--- config.mk ---
export PLATFORM = sky130hd
export DESIGN_NAME = protocol_framer
export DESIGN_NICKNAME = d
export VERILOG_FILES = /design/src/rtl/protocol_framer_pkg.sv /design/src/rtl/protocol_framer_encode.sv /design/src/rtl/protocol_framer.sv
export SDC_FILE = /design/constraint.sdc
export NUM_CORES = 1
export LEC_CHECK = 0
export ABC_AREA = 1
export ABC_CLOCK_PERIOD_IN_PS = 4200
export CAP_MARGIN = 20
export CORE_MARGIN = 2
export CORE_UTILIZATION = 40
export CTS_BUF_LIST = sky130_fd_sc_hd__clkbuf_4 sky130_fd_sc_hd__clkbuf_8 sky130_fd_sc_hd__clkbuf_16
export CTS_CLUSTER_DIAMETER = 120
export DETAILED_ROUTE_END_ITERATION = 8
export GPL_TIMING_DRIVEN = 1
export SETUP_SLACK_MARGIN = 0.2
export SLEW_MARGIN = 20
export SYNTH_ARGS = -nofsm -noshare
export SYNTH_HDL_FRONTEND = slang
export SYNTH_HIERARCHICAL = 1
export SYNTH_SLANG_ARGS = --single-unit
--- constraint.sdc ---
create_clock -name clk -period 4.2 [get_ports clk]
set_input_delay 0.84 -clock clk [delete_from_list [all_inputs] [get_ports clk]]
set_output_delay 0.84 -clock clk [all_outputs]
set_load 0.1 [all_outputs]
--- src/rtl/protocol_framer_pkg.sv ---
// protocol_framer_pkg: shared constants and types for the protocol framer.
//   - default SOF/ON/OFF codes and switch threshold
//   - FSM state encoding (3 bits: IDLE=0, SOF=1, CH=2, CKSUM=3, DONE=4)
//   - SOF clamp value and helper that keeps 8'hFF out of the payload
package protocol_framer_pkg;

  localparam logic [7:0] DEF_SOF_BYTE  = 8'hFF;
  localparam logic [7:0] DEF_ON_CODE   = 8'h01;
  localparam logic [7:0] DEF_OFF_CODE  = 8'h02;
  localparam logic [7:0] DEF_SW_THRESH = 8'd20;
  localparam logic [7:0] CLAMP_BYTE    = 8'hFE;

  typedef enum logic [2:0] {
    ST_IDLE  = 3'd0,
    ST_SOF   = 3'd1,
    ST_CH    = 3'd2,
    ST_CKSUM = 3'd3,
    ST_DONE  = 3'd4
  } state_t;

  function automatic logic [7:0] clamp_sof(input logic [7:0] b);
    return (b == 8'hFF) ? CLAMP_BYTE : b;
  endfunction

endpackage

--- src/rtl/protocol_framer_encode.sv ---
// protocol_encode: combinational channel byte encoder.
//   d   : channel value
//   s   : switch state for the channel
//   enc : ON/OFF code when d < SW_THRESH, else d with 8'hFF clamped to 8'hFE
module protocol_encode
  import protocol_framer_pkg::*;
#(
  parameter logic [7:0] SW_THRESH = DEF_SW_THRESH,
  parameter logic [7:0] ON_CODE   = DEF_ON_CODE,
  parameter logic [7:0] OFF_CODE  = DEF_OFF_CODE
) (
  input  logic [7:0] d,
  input  logic       s,
  output logic [7:0] enc
);

  always_comb begin
    if (d < SW_THRESH) enc = s ? ON_CODE : OFF_CODE;
    else               enc = clamp_sof(d);
  end

endmodule

--- src/rtl/protocol_framer.sv ---
// protocol_framer: builds SOF + N_CH encoded channel bytes (+ optional XOR
// checksum) and streams them over a valid/ready byte interface.
//   clk, reset(async, active low)
//   start            : frame request (ignored unless idle)
//   ch_data, ch_sig  : channel values / switch bits, snapshotted on start
//   tx_valid/tx_data : byte output, held stable until tx_ready
//   tx_ready         : sink accepts byte
//   busy             : frame in progress
//   frame_done       : one-cycle pulse after the last byte is accepted
// Optional checksum byte enabled with macro PROTOCOL_CKSUM_EN.
module protocol_framer
  import protocol_framer_pkg::*;
#(
  parameter int         N_CH      = 4,
  parameter logic [7:0] SW_THRESH = DEF_SW_THRESH,
  parameter logic [7:0] SOF_BYTE  = DEF_SOF_BYTE,
  parameter logic [7:0] ON_CODE   = DEF_ON_CODE,
  parameter logic [7:0] OFF_CODE  = DEF_OFF_CODE
) (
  input  logic              clk,
  input  logic              reset,
  input  logic              start,
  input  logic [8*N_CH-1:0] ch_data,
  input  logic [N_CH-1:0]   ch_sig,
  input  logic              tx_ready,
  output logic              tx_valid,
  output logic [7:0]        tx_data,
  output logic              busy,
  output logic              frame_done
);

  localparam int            IW   = (N_CH > 1) ? $clog2(N_CH) : 1;
  localparam logic [IW-1:0] LAST = IW'(N_CH - 1);

  state_t                 state;
  logic [IW-1:0]          idx, sel;
  logic [N_CH-1:0][7:0]   snap_data;
  logic [N_CH-1:0]        snap_sig;
  logic [7:0]             enc;

  // The encoder looks one byte ahead: it produces the byte that follows
  // the one currently on tx_data, so the output register can load it on
  // the transfer edge and keep back-to-back throughput.
  always_comb begin
    sel = '0;
    if (state == ST_CH && idx != LAST) sel = idx + IW'(1);
  end

  protocol_encode #(
    .SW_THRESH (SW_THRESH),
    .ON_CODE   (ON_CODE),
    .OFF_CODE  (OFF_CODE)
  ) u_enc (
    .d   (snap_data[sel]),
    .s   (snap_sig[sel]),
    .enc (enc)
  );

`ifdef PROTOCOL_CKSUM_EN
  logic [7:0] cksum, cksum_nxt;
  assign cksum_nxt = cksum ^ tx_data;
`endif

  always_ff @(posedge clk or negedge reset) begin
    if (!reset) begin
      state      <= ST_IDLE;
      idx        <= '0;
      snap_data  <= '0;
      snap_sig   <= '0;
      tx_valid   <= 1'b0;
      tx_data    <= 8'h00;
      busy       <= 1'b0;
      frame_done <= 1'b0;
`ifdef PROTOCOL_CKSUM_EN
      cksum      <= 8'h00;
`endif
    end else begin
      frame_done <= 1'b0;
      case (state)
        ST_IDLE: if (start) begin
          snap_data <= ch_data;
          snap_sig  <= ch_sig;
          idx       <= '0;
`ifdef PROTOCOL_CKSUM_EN
          cksum     <= 8'h00;
`endif
          state     <= ST_SOF;
        end
        // First SOF cycle presents the marker; afterwards wait for the sink.
        ST_SOF: begin
          if (!tx_valid) begin
            tx_valid <= 1'b1;
            tx_data  <= SOF_BYTE;
            busy     <= 1'b1;
          end else if (tx_ready) begin
            tx_data <= enc;
            idx     <= '0;
            state   <= ST_CH;
          end
        end
        ST_CH: if (tx_ready) begin
`ifdef PROTOCOL_CKSUM_EN
          cksum <= cksum_nxt;
`endif
          if (idx == LAST) begin
`ifdef PROTOCOL_CKSUM_EN
            tx_data <= clamp_sof(cksum_nxt);
            state   <= ST_CKSUM;
`else
            tx_valid   <= 1'b0;
            frame_done <= 1'b1;
            state      <= ST_DONE;
`endif
          end else begin
            idx     <= idx + IW'(1);
            tx_data <= enc;
          end
        end
`ifdef PROTOCOL_CKSUM_EN
        ST_CKSUM: if (tx_ready) begin
          tx_valid   <= 1'b0;
          frame_done <= 1'b1;
          state      <= ST_DONE;
        end
`endif
        ST_DONE: begin
          busy  <= 1'b0;
          state <= ST_IDLE;
        end
        default: state <= ST_IDLE;
      endcase
    end
  end

endmodule
==> run summary <==
Hpwl dp - 3910 um
Crit-path cells - clkdlybuf4s50_1
Metal2 WL - 2420 um
WL met3 - 192 um
Critical-path top delay cell - clkdlybuf4s50_1
Vias in the first global route - 1,994
Buf/Inv on CP - 1
Outcome - finished clean
Worst Setup Path Type - reg2out
Worst-margin pin slew - 0.971 ns
Req. time, crit path - 3.36 ns
Core Rows - 30
Max-cap violations - 0
Post-synthesis cell type count - 27
Via density - 4.69
First-pass GRT wire length - 8910 um
RSZ-0062 raised after global routing - false
Post-CTS sizing - 0
Max Freq - 371 MHz
Area contributors post-synth - dfrtp_1, nand2_1, mux2_4
Hold Path Class - reg2reg
Iteration-0 DRC Markers - 64
Ant. Diodes - 0
Reg2reg path depth - 16
Reg2Reg Setup Slack - 1.69 ns
H-tree levels - 2
Pleak - 0.00169 uW
Fin Clk Skew - 0.00902 ns
Crit. End Element - output port
CTS hold repair buffers - 0
Max clock buf depth - 2
Largest net degree at the start of global routing - 56
Reg clk slew, reported paths - 0.09 ns
Crit-path leading delay family - buffers and inverters
CP arrival - 1.85 ns
Antenna violations before repair - 0
PwrDens - 791 mW/mm2
Routability Congestion - 0.780
Setup TNS - 0 ns
Hold Path Origin - tx_data[0]
Clock Sinks - 52
Critical Path Stages - 1
Startpoint Class - register
Post-synthesis net count - 359
DR top layer - met4
Hold Crit Endpoint - tx_data[0]
CP max FO - 4
Overflow after GRT - 0
Post-CTS Setup Bufs - 0
Slew Limit Fails - 0
Clock root buffer - clkbuf_8
WL final - 5330 um
Pre-Repair DR Iteration Count - 4
Sequential area share after synthesis - 0.479
Yosys warning total - 6
Synth top area share - 0.479
Yosys top cell by area - dfrtp_1
Mean area per synthesized cell - 8.55 um2
Area Overhead vs Synth - 23.4%
Final min period - 2.69 ns
Total Power - 2650 uW
IO Count - 51
Worst slew margin - 0.351
Post-Syn Instances - 318
Post-DRT Antenna Nets - 0
DRC viols - 0
Layout cell share with drive strength beyond 1 - 0.104
Die footprint - 0.00747 mm2
Die span in y - 86.4 um
Fin crit share - 0.641
Largest stage delay on the critical path - 1.15 ns
FF-to-FF End - tx_data[1]
Final setup fails - 0
GRT Util Overall - 0.149
Avg WL per Cell - 12.0 um
Hold WS - 0.479 ns
CTS buffer count - 5
TritonCTS clock tree - done
Mapped Area - 0.00272 mm2
Layout net count - 405
Vias post-DR - 2,085
Synth Register Bits - 52
Routed metal-1 wirelength - 2670 um
Worst-skew pair later-pin latency - 0.31 ns
I/O Buffers - 50
Initial Utilization - 0.407
VDD IR max - 246 uV
Core ar. - 0.00668 mm2
Endpoints failing hold - 0
Die outline width - 86.4 um
R2R Path Start - idx[0]
WHS Path Cells - 2
## layer usage
| layer | vias up | global-route usage |
|---|---|---|
| met5 | - | 0 |
| met4 | 0 | 0.0384 |
| met3 | 5 | 0.0324 |
| met2 | 39 | 0.244 |
| met1 | 945 | 0.202 |
| li1 | 1096 | - |
## layout make-up
| class | instances | area, um2 |
|---|---|---|
| inverters | 41 | 154 |
| repair buffers | 51 | 503 |
| well taps | 80 | 100 |
| multi-input cells | 213 | 1190 |
| clock buffers | 6 | 76.3 |
| flip-flops and latches | 52 | 1300 |
| clock inverters | 2 | 35.0 |
| fillers | 676 | 3330 |
## layout by cell type (no fill, tap or decap), types with 2 or more instances in the layout
cell type	netlist	final
nand3b_1	20	20
nor2_1	30	30
nor2_2	3	3
inv_2	3	3
clkbuf_8	0	5
o21ai_0	4	4
clkdlybuf4s50_1	0	49
mux2_4	10	10
mux2_1	2	2
nand3_1	23	23
a21oi_1	19	19
mux2_2	6	6
nor3_1	2	2
nand2_1	83	83
inv_1	38	38
dfrtp_1	52	52
nand3_4	2	2
## where the power goes
| part | internal, uW | switching, uW | leakage [uW] |
|---|---|---|---|
| clock network | 184 | 161 | 0.0000586 |
| registers | 732 | 104 | 0.000605 |
| logic | 523 | 950 | 0.00103 |
| total | 1440 | 1220 | 0.00169 |
## cell families after synthesis
| group | Yosys count | synth area share |
|---|---|---|
| flip-flops | 52 | 0.479 |
| adder cells (fa/ha/maj) | 1 | 0.00460 |
| buffers and inverters | 53 | 0.0851 |
| AND/OR/NAND/NOR | 167 | 0.290 |
| AO/OA/AOI/OAI | 27 | 0.0534 |
| multiplexers | 18 | 0.0884 |
## registers in the layout, summed over array words and instances, names as in the netlist
register	cells
frame_done	1
snap_data	32
idx	2
tx_data	8
busy	1
snap_sig	4
tx_valid	1
state	3
## synth_stat cells
master,count
mux2_1,2
o21ai_0,4
nand2_4,1
o21ai_1,1
nor2_1,30
clkbuf_1,6
nor3_1,2
a21oi_1,19
nor2_4,1
inv_2,3
nand2_1,83
nand4_1,1
nor2_2,3
nand2_2,1
nand3_4,2
mux2_2,6
buf_6,4
ha_1,1
o2bb2ai_1,1
o211ai_1,1
a21oi_2,1
nand3_1,23
mux2_4,10
buf_2,2
nand3b_1,20
dfrtp_1,52
inv_1,38
## per-stage QoR
step	instance area, um2	setup WS [ns]	utilization	cells
2_1_floorplan	2720	2.26	-	318
3_3_place_gp	3240	1.61	0.486	437
3_5_place_dp	3240	1.61	0.486	437
4_1_cts	3360	1.50	0.502	445
5_1_grt	3360	1.38	0.502	445
6_report	3360	1.51	0.502	445
## how the worst max path moves through the flow
stage | from | end | slack, ns
finish | tx_valid | tx_valid | 1.51
global placement | start | snap_data[14] | 1.61
detailed placement | start | snap_data[14] | 1.61
floorplan | idx[0] | tx_data[0] | 2.26
global route | state[0] | tx_data[0] | 1.38
CTS | tx_valid | tx_valid | 1.50
(Power assumes the default switching activity.)
